**config.mk**
```make
export PLATFORM = sky130hd
export DESIGN_NAME = dmem_arbiter
export DESIGN_NICKNAME = d
export VERILOG_FILES = /design/src/rtl/dmem_arbiter.sv
export SDC_FILE = /design/constraint.sdc
export NUM_CORES = 1
export LEC_CHECK = 0
export ABC_AREA = 1
export BUFFER_PORTS_ARGS = -buffer_cell sky130_fd_sc_hd__buf_2
export CORE_AREA = 2 2 120 122
export CTS_CLUSTER_SIZE = 40
export DETAILED_ROUTE_END_ITERATION = 12
export DIE_AREA = 0 0 122 124
export PLACE_DENSITY = 0.8
export REMOVE_ABC_BUFFERS = 1
export SYNTH_ARGS = -nofsm -noshare
export SYNTH_HDL_FRONTEND = slang
export SYNTH_SLANG_ARGS = --single-unit
```
**constraint.sdc**
```tcl
create_clock -name clk -period 2 [get_ports clk]
set_input_delay 0.4 -clock clk [delete_from_list [all_inputs] [get_ports clk]]
set_output_delay 0.4 -clock clk [all_outputs]
set_load 0.1 [all_outputs]
```
**src/rtl/dmem_arbiter.sv**
```systemverilog
// Round-robin arbiter sharing one fixed-latency single-ported data RAM between
// N_CORES cores; each requester is stalled via core_wait until its access completes.
module dmem_arbiter #(
  parameter int N_CORES     = 4,
  parameter int DATA_W      = 32,
  parameter int ADDR_W      = 10,
  parameter int RAM_LATENCY = 1,
  localparam int ID_W       = (N_CORES > 1) ? $clog2(N_CORES) : 1
) (
  input  logic                        clk,
  input  logic                        rst,
  input  logic [N_CORES-1:0]          core_read,
  input  logic [N_CORES-1:0]          core_write,
  input  logic [N_CORES*ADDR_W-1:0]   core_addr,
  input  logic [N_CORES*DATA_W-1:0]   core_wdata,
  output logic [N_CORES-1:0]          core_wait,
  output logic [DATA_W-1:0]           core_rdata,
  output logic                        ram_re,
  output logic                        ram_we,
  output logic [ADDR_W-1:0]           ram_addr,
  output logic [DATA_W-1:0]           ram_wdata,
  input  logic [DATA_W-1:0]           ram_rdata,
  output logic [ID_W-1:0]             grant_id,
  output logic                        busy
);

  localparam int IDX_W = ID_W + 1;

  typedef enum logic [1:0] {
    S_IDLE  = 2'd0,
    S_ISSUE = 2'd1,
    S_WAIT  = 2'd2,
    S_RESP  = 2'd3
  } state_t;

  state_t              state_r;
  state_t              next_state_s;
  logic [ID_W-1:0]     rr_ptr_r;
  logic [ID_W-1:0]     grant_id_r;
  logic [3:0]          lat_cnt_r;
  logic [DATA_W-1:0]   rdata_q_r;
  logic [ADDR_W-1:0]   ram_addr_r;
  logic [DATA_W-1:0]   ram_wdata_r;
  logic                ram_re_r;
  logic                ram_we_r;
  logic                busy_r;

  logic [N_CORES-1:0]  req_s;
  logic [N_CORES-1:0]  core_wait_s;
  logic [ID_W-1:0]     winner_s;
  logic                found_s;
  logic [IDX_W-1:0]    cand_s;
  logic [ADDR_W-1:0]   sel_addr_s;
  logic [DATA_W-1:0]   sel_wdata_s;

  assign req_s = core_read | core_write;

  // Pick the first requester at or above rr_ptr, wrapping around.
  always_comb begin
    winner_s = '0;
    found_s  = 1'b0;
    cand_s   = '0;
    for (int k = 0; k < N_CORES; k++) begin
      cand_s = {1'b0, rr_ptr_r} + IDX_W'(k);
      cand_s = (cand_s >= IDX_W'(N_CORES)) ? (cand_s - IDX_W'(N_CORES)) : cand_s;
      if (!found_s && req_s[cand_s[ID_W-1:0]]) begin
        winner_s = cand_s[ID_W-1:0];
        found_s  = 1'b1;
      end else begin
        winner_s = winner_s;
      end
    end
  end

  // Select the winning lane's address and write data.
  always_comb begin
    sel_addr_s  = '0;
    sel_wdata_s = '0;
    for (int i = 0; i < N_CORES; i++) begin
      if (winner_s == ID_W'(i)) begin
        sel_addr_s  = core_addr[i*ADDR_W +: ADDR_W];
        sel_wdata_s = core_wdata[i*DATA_W +: DATA_W];
      end else begin
        sel_addr_s  = sel_addr_s;
      end
    end
  end

  // Stall every requester except the one being released in RESP.
  always_comb begin
    core_wait_s = '0;
    for (int i = 0; i < N_CORES; i++) begin
      core_wait_s[i] = req_s[i] & ~((state_r == S_RESP) && (grant_id_r == ID_W'(i)));
    end
  end

  // Next-state logic of the transaction sequencer.
  always_comb begin
    next_state_s = state_r;
    case (state_r)
      S_IDLE: begin
        if (found_s) begin
          next_state_s = S_ISSUE;
        end else begin
          next_state_s = S_IDLE;
        end
      end
      S_ISSUE: next_state_s = S_WAIT;
      S_WAIT: begin
        if (lat_cnt_r == 4'd0) begin
          next_state_s = S_RESP;
        end else begin
          next_state_s = S_WAIT;
        end
      end
      S_RESP:  next_state_s = S_IDLE;
      default: next_state_s = S_IDLE;
    endcase
  end

  // State register.
  always_ff @(posedge clk) begin
    if (rst) begin
      state_r <= S_IDLE;
    end else begin
      state_r <= next_state_s;
    end
  end

  // Grant, RAM command, latency counter and read-data capture.
  always_ff @(posedge clk) begin
    if (rst) begin
      rr_ptr_r    <= '0;
      grant_id_r  <= '0;
      lat_cnt_r   <= 4'd0;
      rdata_q_r   <= '0;
      ram_addr_r  <= '0;
      ram_wdata_r <= '0;
      ram_re_r    <= 1'b0;
      ram_we_r    <= 1'b0;
      busy_r      <= 1'b0;
    end else begin
      busy_r <= (next_state_s != S_IDLE);
      case (state_r)
        S_IDLE: begin
          // Strobes are launched here so they are registered during ISSUE;
          // a write wins over a simultaneous read on the same lane.
          if (found_s) begin
            grant_id_r  <= winner_s;
            ram_addr_r  <= sel_addr_s;
            ram_wdata_r <= sel_wdata_s;
            ram_we_r    <= core_write[winner_s];
            ram_re_r    <= ~core_write[winner_s];
          end else begin
            ram_re_r <= 1'b0;
            ram_we_r <= 1'b0;
          end
        end
        S_ISSUE: begin
          ram_re_r  <= 1'b0;
          ram_we_r  <= 1'b0;
          lat_cnt_r <= 4'(RAM_LATENCY - 1);
        end
        S_WAIT: begin
          if (lat_cnt_r == 4'd0) begin
            rdata_q_r <= ram_rdata;
          end else begin
            lat_cnt_r <= lat_cnt_r - 4'd1;
          end
        end
        S_RESP: begin
          if (grant_id_r == ID_W'(N_CORES - 1)) begin
            rr_ptr_r <= '0;
          end else begin
            rr_ptr_r <= grant_id_r + ID_W'(1);
          end
        end
        default: begin
          ram_re_r <= 1'b0;
          ram_we_r <= 1'b0;
        end
      endcase
    end
  end

  assign core_wait  = core_wait_s;
  assign core_rdata = rdata_q_r;
  assign ram_re     = ram_re_r;
  assign ram_we     = ram_we_r;
  assign ram_addr   = ram_addr_r;
  assign ram_wdata  = ram_wdata_r;
  assign grant_id   = grant_id_r;
  assign busy       = busy_r;

endmodule

```
Yosys cells after proc, flatten, opt, wreduce, memory -nomap -nowiden
Cells that the tools add are included.
{"block": "totals", "n_memories": 0, "in_bits": 210, "reg_bits": 87, "out_inout_bits": 83, "latchBits": 0, "romBits": 0, "word_cells": 108, "mem_bits_rw": 0}
{"block": "classes", "n_shift": 0, "magnitude_cmp": 9, "reduce_logical": 20, "div": 0, "addsub": 9, "n_bitwise": 10, "eq_ne": 10, "mul": 0, "n_mux": 40}
{"cell": "$mux W32", "n": 4}
{"cell": "$mux W10", "n": 4}
{"cell": "$mux W2", "n": 9}
{"cell": "$lt A2 B3 Y1 const B", "n": 5}
{"cell": "$mux W1", "n": 13}
{"cell": "$eq A2 B2 Y1 const B", "n": 6}
{"cell": "$bmux W1 S2", "n": 5}
{"cell": "$ge A3 B3 Y1 const B", "n": 3}
{"cell": "$pmux W2 S4", "n": 1}
{"cell": "$pmux W4 S2", "n": 1}
{"cell": "$sub A2 B1 Y2 const B", "n": 4}
{"cell": "$logic_and A1 B1 Y1", "n": 7}
{"cell": "$add A2 B2 Y3 const B", "n": 2}
{"cell": "$eq A2 B1 Y1 const B", "n": 3}
{"cell": "$logic_not A2 Y1", "n": 3}
{"cell": "$reduce_and A2 Y1", "n": 3}
{"cell": "$reduce_bool A2 Y1", "n": 3}
{"cell": "$not A1 Y1", "n": 5}
{"cell": "$and A1 B1 Y1", "n": 4}
{"cell": "$logic_not A4 Y1", "n": 1}
{"cell": "$mux W4", "n": 1}
{"cell": "$or A4 B4 Y4", "n": 1}
{"cell": "$pmux W1 S2", "n": 2}
{"cell": "$sub A4 B1 Y4 const B", "n": 1}
{"cell": "5 further kinds", "n": 7}

Longest topological paths before layout
Gate-level depths: netlist of run 1.
{"block": "depth", "word_depth": 19, "depth_mapped": 17}

Worst setup path before layout of run 1
Ideal clock, no wire load.
{"block": "synth_timing", "kind": "register -> output", "start": "register grant_id_r[0] (netlist: grant_id[0])", "end": "output core_wait[2]", "required_time_ps": 1600, "path_slack_ps": -1274, "t_arrival_ps": 2874, "path_buffers": 0, "path_stages_with_launch": 4, "cell_sequence": "dfxtp_1 inv_1 ha_1 a21oi_1"}
{"block": "synth_via", "elab_chain_cells": 4}
{"item": "start: declaration", "line_no": "39", "rtl": "logic [ID_W-1:0] grant_id_r;"}
{"item": "start signal: assignment", "line_no": "149", "rtl": "grant_id_r <= winner_s;"}
{"item": "$eq A2 B2 Y1", "line_no": "93", "rtl": "core_wait_s[i] = req_s[i] & ~((state_r == S_RESP) && (grant_id_r == ID_W'(i)));"}
{"item": "$logic_and A1 B1 Y1", "line_no": "93"}
{"item": "$not A1 Y1", "line_no": "93"}
{"item": "$and A1 B1 Y1", "line_no": "93"}
{"item": "end: declaration", "line_no": "16", "rtl": "output logic [N_CORES-1:0] core_wait,"}
Every way passes these cells.

Worst setup path after layout of run 1
{"block": "layout_timing", "start": "register rr_ptr_r[0]", "end": "register ram_wdata_r[11] (netlist: ram_wdata[11])"}
{"block": "layout_via", "elab_chain_cells": 19}
{"item": "start: declaration", "line_no": "38", "rtl": "logic [ID_W-1:0] rr_ptr_r;"}
{"item": "start signal: assignment", "line_no": "175", "rtl": "rr_ptr_r <= grant_id_r + ID_W'(1);"}
{"item": "branches (longest 19 deep; another with $add A2 B1 Y3)"}
{"item": "end signal: assignment", "line_no": "151", "rtl": "ram_wdata_r <= sel_wdata_s;"}
{"item": "end: declaration", "line_no": "43", "rtl": "logic [DATA_W-1:0] ram_wdata_r;"}
Parallel ways; which one is timed is not known. The select of a mux whose other input is x is not followed.
A chain may end at the register's enable or synchronous reset.

==> results of run 1 <==
[per-layer routing]
metal	GRT usage	up-vias	wire (microns)
li1	-	3349	-
met1	0.300	3099	8330
met2	0.437	439	10600
met3	0.0444	60	2070
met4	0.114	0	841
met5	0	-	0
[metrics by stage]
stage / hold slack (ns) / utilization / power (mW) / cells
floorplan: 0.435 / - / 8.10 / 761
global placement: 0.449 / 0.522 / 9.82 / 1278
detailed placement: 0.454 / 0.522 / 9.90 / 1278
CTS: 0.298 / 0.583 / 12.2 / 1317
global route: 0.305 / 0.622 / 13.4 / 1327
finish: 0.305 / 0.622 / 12.7 / 1327
[sequential cells by signal (all words and copies together) (netlist names)]
signal,flops
ram_we,1
ram_re,1
rr_ptr_r,2
grant_id,2
ram_wdata,32
busy,1
core_rdata,32
lat_cnt_r,4
ram_addr,10
state_r,2
[power by group through the flow]
stage / Clock [mW] / Combinational (mW) / Sequential [mW]
finish: 1.74 / 8.47 / 2.53
global placement: 0 / 7.27 / 2.55
CTS: 1.77 / 7.93 / 2.53
global route: 1.84 / 8.95 / 2.60
detailed placement: 0 / 7.33 / 2.57
floorplan: 0 / 2.16 / 5.94
[how the worst max path moves through the flow]
stage	end	slack [ns]	start
2_1_floorplan	core_wait[2]	-1.27	grant_id[0]
3_3_place_gp	ram_wdata[27]	-0.31	core_read[0]
3_5_place_dp	ram_wdata[27]	-0.36	core_read[0]
4_1_cts	ram_wdata[27]	-0.11	rr_ptr_r[0]
5_1_grt	ram_addr[3]	-0.32	rr_ptr_r[0]
6_report	ram_wdata[11]	-0.26	rr_ptr_r[0]
[worst register-to-register path: stages (launching register included)]
cell and delay [ns]:
dfxtp_4 0.38, inv_6 0.11, nand2_2 0.06, nand2_2 0.10, nand3_2 0.13, nand2_1 0.17, inv_1 0.11, nor2_4 0.12
nor2_4 0.06, nor2_8 0.18, buf_12 0.18, buf_16 0.16, nand3_1 0.09, nand3_1 0.13, nand2_1 0.06, a21oi_1 0.16
[layout by cell type (no fill, tap or decap), types with 11 or more instances in the layout]
cell	synthesis	routed
a21oi_1	50	43
buf_12	0	14
buf_2	23	288
buf_4	5	36
clkbuf_16	0	16
dfxtp_1	87	85
ha_1	11	11
inv_1	69	67
nand2_1	163	138
nand2_2	6	25
nand3_1	101	76
nand3_2	2	20
nand3b_1	32	32
nand4_1	32	32
nor2_1	94	89
o21ai_0	81	68
[area by class of cell]
type	instances	area (sq um)	share of cell area
inverter	75	287	0.0336
clock inverter	2	38.8	0.00454
clock buffer	13	260	0.0305
sequential	87	1750	0.205
timing repair buffer	369	2600	0.304
tap	180	225	0.0264
multi-input combinational	601	3380	0.396
[what timing repair did]
item,in CTS,in global routing
gates cloned,9,9
hold buffers,0,0
pin swaps,9,45
endpoints found under the setup margin,47,60
buffers inserted,16,1
resized for setup,59,85
[logic make-up after synthesis]
logic type,Yosys count
adders and majority gates,11
xor gates and xnor gates,1
and+or+nand+nor,449
buffers and inverters,136
AOI/OAI and AO/OA,138
DFF,87
==> results.tsv, run 1 <==
stage	metric	value	unit
run_status	status	finished with violations	
run_status	failing checks	negative setup slack	
clocking	number of buffers created by CTS	9	
clocking	CTS tree	yes	
synthesis	Post-Syn Area	0.00531	sq mm
place	gpl congestion	0.877	
worst_setup_path	CP Depth	15	
clocking	Sink Count	87	
floorplanning	chip height	124	microns
worst_setup_path	startpoint types	flip-flop	
synthesis	ys async rst share	0	
sta	Sum Neg Setup Slack	-7.83	ns
synthesis	number of synthesized flops with an enable pin	0	
sta	clk_skew	0.00737	ns
worst_setup_path	reg-to-reg startpoint	rr_ptr_r[0]	
place	Post-DP HPWL	13600	microns
sta	minimum clock period	2.26	ns
routing	drt drc	0	
synthesis	Seq/Total Area, Yosys	0.328	
pwr	Pwr per Cell Area	1490	mW/mm^2
floorplanning	# IOs	293	
sta	Setup WS post-layout	-0.261	ns
synthesis	largest cells by area after synthesis	dfxtp_1 33%, nand2_1 12%, nand3_1 9.5%	
sta	FMAX	0.442	GHz
worst_setup_path	type of the worst setup path	reg -> reg	
sta	Final Max Tran Viols	0	
floorplanning	Die X	122	microns
worst_setup_path	Crit path max-delay family	simple AND/OR/NAND/NOR gates	
clocking	clock-pin slew on the worst setup and hold paths	0.07	ns
pwr	part of the power in registers	0.199	
min_path	hold path endpoint	core_rdata[11]	
routing	initial drt markers	478	
clocking	Clk Latency, worst-skew pair	0.34	ns
sta	Max transition margin	0.645	
routing	post-DR vias/cell	5.24	
floorplanning	core area	0.0137	sq mm
pwr	P_int	5.60	mW
place	port bufs	292	
synthesis	#FFs+latches synth	87	
floorplanning	Initial Utilization	0.387	
worst_setup_path	CP Cell Sequence	inv_6 -> nand2_2 -> nand2_2 -> nand3_2 -> nand2_1 -> inv_1 -> nor2_4 -> nor2_4 -> nor2_8 -> buf_12 -> buf_16 -> nand3_1 -> nand3_1 -> nand2_1 -> a21oi_1	
clocking	Clk Tree Root Cell	clkbuf_16	
grt	gr usage total	0.250	
pwr	Psw	7.14	mW
floorplanning	row count	43	
place	Cell Area, Placed	0.00716	sq mm
pwr	Clk pwr share	0.137	
worst_setup_path	CP Capture Type	flip-flop	
routing	Final ANT Viol Nets	0	
synthesis	post-synth top area cell	dfxtp_1	
worst_setup_path	Worst R2R End	ram_wdata[11]	
place	worst slack, placed	-0.362	ns
grt	first-pass GRT wire length	29800	microns
worst_setup_path	Worst Path Required	2.26	ns
final_layout	ANT cells	0	
synthesis	Compound-Gate Fraction of Synth Area	0.132	
sta	RSZ-0062 raised after global routing	yes	
sta	Hold Fails Final Rpt	0	
grt	vias in the first global route	6134	
synthesis	post-synth top area share	0.328	
grt	initial antenna violation count	0	
final_layout	Layout area overhead	60.9	%
worst_setup_path	Crit path buffers/inverters	4	
pwr	sw frac	0.560	
routing	WL per Instance	16.4	microns
min_path	worst hold path stage count	3	
worst_setup_path	largest driver fanout on the critical path	15	
synthesis	Synth Flop Type	dfxtp_1	
final_layout	filler cell count	1207	
min_path	hold_sp	ram_rdata[11]	
grt	largest net degree at the start of global routing	48	
sta	Finish-stage setup viols	44	
floorplanning	die area	0.0151	sq mm
pwr	peak supply drop	1040	uV
synthesis	Yosys cell types	32	
worst_setup_path	Worst Path Arrival	2.52	ns
flow_run	MaxCap Viol Count	0	
synthesis	simple-gate share of the synthesized area	0.397	
sta	Worst-Margin Slew	0.537	ns
min_path	min-delay worst type	in -> reg	
pwr	Comb pwr share	0.664	
grt	Remaining Overflow, GRT	0	
worst_setup_path	Slowest cell on crit path	dfxtp_4	
worst_setup_path	reg2reg setup slack	-0.26	ns
synthesis	Post-Synth Adder-Cell Area	0.0259	
clocking	maximum root-to-sink buffer count	2	
clocking	CTS H-Tree Depth	3	
synthesis	largest family of logic cells by synthesized area	simple AND/OR/NAND/NOR gates	
synthesis	syn avg cell area	6.45	sq um
synthesis	Synth Warn #	0	
routing	routed via count	6947	
pwr	P_leak	4.36	nW
final_layout	layout cells sized above 1	0.423	
worst_setup_path	R2R cell count	15	
final_layout	Final Cell Area	0.00854	sq mm
sta	final worst path period share	1.13	
routing	routed wire length	21800	microns
synthesis	cell count after synthesis	822	
routing	DRT Pass-1 Iters	6	
synthesis	multiplexer area fraction after synthesis	0	
synthesis	Post-Synth XOR/XNOR Area	0.00165	
synthesis	most instantiated library cell after synthesis	nand2_1	
worst_setup_path	crit-path max cell delay	0.38	ns
final_layout	nets	1364	
synthesis	most instantiated cells after synthesis	163 x nand2_1, 101 x nand3_1, 94 x nor2_1	
(Power assumes the default switching activity.)
==> inputs of run 2 (changes only) <==
--- a/config.mk
+++ b/config.mk
@@ -11,7 +11,7 @@
 export CTS_CLUSTER_SIZE = 40
 export DETAILED_ROUTE_END_ITERATION = 12
 export DIE_AREA = 0 0 122 124
-export PLACE_DENSITY = 0.8
+export PLACE_DENSITY = 0.82
 export REMOVE_ABC_BUFFERS = 1
 export SYNTH_ARGS = -nofsm -noshare
 export SYNTH_HDL_FRONTEND = slang
==> constraint.sdc (replaced) <==
create_clock -name clk -period 2.89 [get_ports clk]
set_input_delay 0.578 -clock clk [delete_from_list [all_inputs] [get_ports clk]]
set_output_delay 0.578 -clock clk [all_outputs]
set_load 0.1 [all_outputs]
==> run 2 against run 1 <==
  * The run now ends clean
  * Clock-buffer cell count decreased by 2
  * Die area unchanged
  * Critical path depth decreased by 3
  * Clock skew decreased by 0.00090 ns
  * Sequential power decreased by 31%
  * Total power decreased by 39%
  * Hold slack improved by 0.16 ns
  * Non-clock buffer count decreased by 61
  * Setup slack improved by 0.55 ns
  * Combinational power decreased by 43%
  * First-iteration DRC count decreased by 35%
  * Final cell count decreased by 4.6%
  * Critical path type unchanged
  * Critical endpoint is now ram_addr[3]
==> results.tsv, run 2 (same netlist as run 1, synthesis figures left out) <==
stage	metric	value	unit	change
sta	FMAX	0.384	GHz	-13%
final_layout	multi-input combinational cell area	0.00296	sq mm	-12%
floorplanning	core area	0.0137	sq mm	unchanged
routing	Final ANT Viol Nets	0		unchanged
worst_setup_path	crit-path max cell delay	0.76	ns	+0.38 ns
place	Cell Area, Placed	0.00683	sq mm	-4.6%
place	Post-DP HPWL	13100	microns	-4.1%
pwr	Clk pwr share	0.150		+0.013
clocking	CTS H-Tree Depth	3		unchanged
final_layout	nets	1301		-4.6%
worst_setup_path	CP Capture Type	flip-flop		
clocking	number of buffers created by CTS	9		unchanged
flow_run	MaxCap Viol Count	0		unchanged
clocking	maximum root-to-sink buffer count	2		unchanged
clocking	Clk Tree Root Cell	clkbuf_16		
final_layout	layout cells sized above 1	0.320		-0.103
sta	Setup WS post-layout	0.286	ns	+0.547 ns
routing	WL per Instance	14.0	microns	-15%
clocking	Clk Latency, worst-skew pair	0.34	ns	about the same
grt	Remaining Overflow, GRT	0		unchanged
sta	Finish-stage setup viols	0		-100%
worst_setup_path	startpoint types	flip-flop		
min_path	min-delay worst type	reg -> reg		
routing	post-DR vias/cell	5.06		-3.3%
routing	drt drc	0		unchanged
worst_setup_path	Worst Path Required	3.16	ns	+0.90 ns
final_layout	Final Cell Area	0.00713	sq mm	-16%
pwr	peak supply drop	505	uV	-51%
sta	RSZ-0062 raised after global routing	no		
final_layout	post-layout util	0.520		-0.102
pwr	P_leak	3.76	nW	-14%
grt	gr usage total	0.221		-0.0297
grt	largest net degree at the start of global routing	67		+40%
pwr	Pwr per Cell Area	1090	mW/mm^2	-27%
sta	Sum Neg Setup Slack	0	ns	+7.83 ns
final_layout	commonest cells after routing, fill and taps aside	292 x buf_2, 163 x nand2_1, 101 x nand3_1		
clocking	postcts setup bufs	0		-16
place	worst slack, placed	0.147	ns	+0.508 ns
routing	DRT Pass-1 Iters	7		+1
floorplanning	die area	0.0151	sq mm	unchanged
sta	Worst-Margin Slew	0.965	ns	+0.428 ns
final_layout	Sequential Area	0.00174	sq mm	-0.29%
grt	initial antenna violation count	2		+2
floorplanning	Die X	122	microns	unchanged
sta	Hold Fails Final Rpt	0		unchanged
routing	initial drt markers	310		-35%
routing	routed wire length	17700	microns	-19%
sta	Final Max Tran Viols	0		unchanged
clocking	post_cts resized	0		-100%
sta	final worst path period share	0.901		-0.230
place	Placed Cells	1249		-2.3%
worst_setup_path	type of the worst setup path	reg -> reg		
floorplanning	row count	43		unchanged
worst_setup_path	Slowest cell on crit path	nor2_4		
final_layout	Layout area overhead	34.5	%	
worst_setup_path	CP Cell Sequence	inv_4 -> nand2_1 -> nand2_2 -> nand2_1 -> nand2_2 -> nand2_2 -> nor2_1 -> nor2_4 -> nand3_1 -> nand3_1 -> nand2_1 -> a21oi_1		
final_layout	fin cells	1266		-4.6%
clocking	Sink Count	87		unchanged
clocking	CTS Hold Bufs	0		unchanged
grt	first-pass GRT wire length	26400	microns	-11%
clocking	clock-pin slew on the worst setup and hold paths	0.07	ns	about the same
floorplanning	Initial Utilization	0.387		unchanged
place	gpl congestion	0.848		-3.3%
floorplanning	# IOs	293		unchanged
floorplanning	chip height	124	microns	unchanged
place	port bufs	292		unchanged
pwr	part of the power in registers	0.225		+0.026
run_status	status	complete, no violations		
worst_setup_path	Worst Path Arrival	2.88	ns	+0.36 ns
grt	vias in the first global route	5558		-9.4%
final_layout	filler cell count	1386		+15%
final_layout	commonest non-fill, non-tap cell in the layout	buf_2		
sta	minimum clock period	2.60	ns	+0.343 ns
routing	routed via count	6408		-7.8%
sta	clk_skew	0.00647	ns	-0.000900 ns
worst_setup_path	largest driver fanout on the critical path	38		+23
pwr	Psw	4.54	mW	-36%
clocking	CTS tree	yes		
pwr	Comb pwr share	0.625		-0.039
pwr	P_int	3.26	mW	-42%
pwr	sw frac	0.582		+0.0219
sta	Max transition margin	0.355		-0.289
==> run 2: changes by cell type in the layout (fill, tap and decap cells not counted), moves of 9 or more <==
cell,delta
buf_4,-23
buf_16,-9
nand3_2,-18
o21ai_0,+13
nand3_1,+25
nand2_2,-19
buf_12,-11
nand2_1,+25
buf_6,-9
==> run 2: per-stage QoR <==
step / hold slack [ns] / total power [mW]
2_1_floorplan: 0.435 / 5.61
3_3_place_gp: 0.448 / 6.61
3_5_place_dp: 0.454 / 6.66
4_1_cts: 0.465 / 7.85
5_1_grt: 0.484 / 8.27
6_report: 0.463 / 7.80
==> run 2: worst paths after layout <==
path                                    from           end  slack (ns)  cells past startpoint
worst max register to register   rr_ptr_r[0]   ram_addr[3]        0.29                     12
worst max-delay path             rr_ptr_r[0]   ram_addr[3]        0.29                     12
worst min-delay path            ram_wdata[9]  ram_wdata[9]        0.46                      2
worst min register to register  ram_wdata[9]  ram_wdata[9]        0.46                      2
==> run 2: routing by layer <==
metal	part of all wire	wire length [microns]	track usage	up-vias
li1	-	-	-	3223
met5	0	0	0	-
met2	0.48	8440	0.385	313
met3	0.089	1580	0.0458	34
met1	0.40	7160	0.264	2838
met4	0.029	513	0.0912	0
==> run 2: cell type report <==
type	count	share of cell area
Timing Repair Buffer	308	0.227
Antenna cell	1	0.000351
Sequential cell	87	0.244
Tap cell	180	0.0316
Multi-Input combinational cell	599	0.415
Clock buffer	11	0.0340
Clock inverter	5	0.00807
Inverter	75	0.0398
==> run 2: power groups by stage <==
stage	Sequential (mW)	Combinational (mW)	Clock [mW]
floorplan	4.11	1.50	0
finish	1.75	4.87	1.17
global route	1.80	5.22	1.26
global placement	1.77	4.85	0
CTS	1.75	4.89	1.20
detailed placement	1.78	4.89	0
==> run 2: worst max-delay path, delay by kind of cell, from the launching register on <==
family,cells,cell delay [ns]
flops,1,0.57
simple gates,10,1.73
compound gates,1,0.12
buf+inv,1,0.11
==> inputs of run 3 (changes only) <==
--- a/config.mk
+++ b/config.mk
@@ -7,11 +7,11 @@
 export LEC_CHECK = 0
 export ABC_AREA = 1
 export BUFFER_PORTS_ARGS = -buffer_cell sky130_fd_sc_hd__buf_2
-export CORE_AREA = 2 2 120 122
+export CORE_AREA = 2 2 112 114
 export CTS_CLUSTER_SIZE = 40
 export DETAILED_ROUTE_END_ITERATION = 12
-export DIE_AREA = 0 0 122 124
-export PLACE_DENSITY = 0.82
+export DIE_AREA = 0 0 114 116
+export PLACE_DENSITY = 0.91
 export REMOVE_ABC_BUFFERS = 1
 export SYNTH_ARGS = -nofsm -noshare
 export SYNTH_HDL_FRONTEND = slang
==> run 3 against run 2 <==
  * Clock-buffer cell count fell by 1
  * Highest routed layer unchanged
  * Clock power is essentially flat
  * Clock skew grew 0.0022 ns
  * Critical path type unchanged
  * Final cell count decreased by 2.5%
==> results.tsv, run 3 (same netlist as run 1, synthesis figures left out) <==
stage	metric	value	unit	change
worst_setup_path	startpoint types	flip-flop		
sta	Finish-stage setup viols	0		unchanged
floorplanning	# IOs	293		unchanged
routing	routed wire length	18700	microns	+5.8%
pwr	peak supply drop	739	uV	+46%
worst_setup_path	reg2reg setup slack	0.15	ns	-0.14 ns
worst_setup_path	R2R cell count	12		unchanged
clocking	CTS Hold Bufs	0		unchanged
routing	routed via count	6566		+2.5%
min_path	hold path endpoint	lat_cnt_r[1]		
place	port bufs	292		unchanged
worst_setup_path	Worst Path Arrival	3.01	ns	+0.13 ns
grt	vias in the first global route	5817		+4.7%
final_layout	Layout area overhead	34.1	%	
worst_setup_path	Worst Path Required	3.17	ns	about the same
run_status	status	complete, no violations		
sta	Worst-Margin Slew	0.904	ns	-0.0610 ns
place	Placed Cells	1217		-2.6%
routing	Final ANT Viol Nets	0		unchanged
place	gpl congestion	0.950		+12%
clocking	Clk Tree Root Cell	clkbuf_16		
routing	DR WL met2	9120	microns	+8.0%
pwr	Pwr per Cell Area	1110	mW/mm^2	+1.3%
worst_setup_path	reg-to-reg startpoint	rr_ptr_r[0]		
routing	DRT met1 WL	7290	microns	+1.9%
pwr	P_leak	3.76	nW	about the same
routing	DRT Pass-1 Iters	5		-2
clocking	Sink Count	87		unchanged
floorplanning	row count	40		-7.0%
clocking	clock-pin slew on the worst setup and hold paths	0.07	ns	about the same
sta	FMAX	0.365	GHz	-4.9%
place	Post-DP HPWL	13300	microns	+1.6%
worst_setup_path	CP Capture Type	flip-flop		
sta	WHS	0.460	ns	-0.00293 ns
min_path	worst hold path stage count	2		unchanged
routing	WL per Instance	15.2	microns	+8.5%
routing	met3 wire length	1760	microns	+11%
final_layout	layout cells sized above 1	0.321		+0.00125
clocking	number of buffers created by CTS	9		unchanged
final_layout	commonest cells after routing, fill and taps aside	292 x buf_2, 163 x nand2_1, 101 x nand3_1		
routing	initial drt markers	471		+52%
grt	gr usage total	0.267		+0.0462
sta	Final Max Tran Viols	0		unchanged
sta	final worst path period share	0.948		+0.0467
min_path	hold_sp	lat_cnt_r[1]		
worst_setup_path	type of the worst setup path	reg -> reg		
final_layout	fin cells	1234		-2.5%
clocking	postcts setup bufs	0		unchanged
worst_setup_path	Worst R2R End	ram_addr[0]		
grt	Remaining Overflow, GRT	0		unchanged
clocking	maximum root-to-sink buffer count	2		unchanged
clocking	CTS H-Tree Depth	3		unchanged
flow_run	MaxCap Viol Count	0		unchanged
final_layout	nets	1303		+0.15%
sta	Sum Neg Setup Slack	0	ns	unchanged
sta	clk_skew	0.00865	ns	+0.00217 ns
worst_setup_path	largest driver fanout on the critical path	19		-50%
grt	initial antenna violation count	0		-2
sta	minimum clock period	2.74	ns	+0.135 ns
clocking	CTS tree	yes		
grt	largest net degree at the start of global routing	59		-12%
final_layout	ANT cells	0		-1
clocking	post_cts resized	0		unchanged
floorplanning	Die X	114	microns	-6.6%
sta	Hold Fails Final Rpt	0		unchanged
routing	max layer used	met4		
routing	post-DR vias/cell	5.32		+5.1%
floorplanning	chip height	116	microns	-6.5%
grt	first-pass GRT wire length	27900	microns	+5.8%
floorplanning	die area	0.0132	sq mm	-13%
floorplanning	Initial Utilization	0.445		+0.0587
final_layout	commonest non-fill, non-tap cell in the layout	buf_2		
min_path	min-delay worst type	reg -> reg		
routing	drt drc	0		unchanged
sta	RSZ-0062 raised after global routing	yes		
clocking	Clk Latency, worst-skew pair	0.35	ns	about the same
sta	Max transition margin	0.397		+0.0415
floorplanning	core area	0.0119	sq mm	-13%
final_layout	post-layout util	0.597		+0.0774
## run 3: changes by cell type in the layout (fill, tap and decap cells not counted)
cell and change:
clkinvlp_4 +3, clkinv_2 -2, buf_12 +1, clkbuf_8 -1
clkinv_4 -1, diode_2 -1, inv_6 +1, nor2_2 +1
## run 3: layer usage
| layer | global-route usage | up-vias |
|---|---|---|
| met4 | 0.115 | 0 |
| met1 | 0.315 | 2909 |
| met5 | 0 | - |
| met2 | 0.478 | 390 |
| li1 | - | 3222 |
| met3 | 0.0465 | 45 |
## run 3: area by class of cell
class                   count  area, sq um
flip-flops and latches     87         1740
clock inverters             6         70.1
multi-input cells         600         2970
well taps                 147          184
fillers                  1098         4800
inverters                  75          284
clock buffers              10          229
repair buffers            309         1640
## run 3: critical path, cell delays in order (launching register included)
cell	delay [ns]
dfxtp_1	0.58
inv_4	0.12
nand2_1	0.14
nand2_2	0.11
nand2_1	0.08
nand2_1	0.10
nand3_1	0.10
nand3_1	0.21
nor2_2	0.77
nand3_1	0.15
nand3_1	0.14
nand2_1	0.05
a21oi_1	0.12
## run 3: stage by stage
stage | worst slack [ns] | power (mW) | cell area [sq um]
after floorplan | -0.562 | 5.61 | 4980
after global placement | 0.230 | 6.62 | 6810
after detailed placement | 0.153 | 6.69 | 6810
after CTS | 0.215 | 7.89 | 7110
after global routing | -0.0415 | 8.32 | 7120
final | 0.151 | 7.88 | 7120
## run 3: power by group
| group | leakage [nW] | internal [mW] | total (mW) | switching (mW) |
|---|---|---|---|---|
| Combinational | 2.91 | 1.01 | 4.93 | 3.92 |
| Sequential | 0.715 | 1.56 | 1.76 | 0.198 |
| Clock | 0.135 | 0.675 | 1.19 | 0.513 |
## run 3: worst max-delay path by stage
stage / from / end / cells past startpoint
after floorplan: grant_id[0] / core_wait[2] / 3
after global placement: core_read[2] / ram_we / 17
after detailed placement: core_read[2] / ram_wdata[15] / 12
after CTS: rr_ptr_r[0] / ram_wdata[20] / 12
after global routing: rr_ptr_r[0] / ram_wdata[2] / 12
final: rr_ptr_r[0] / ram_addr[0] / 12
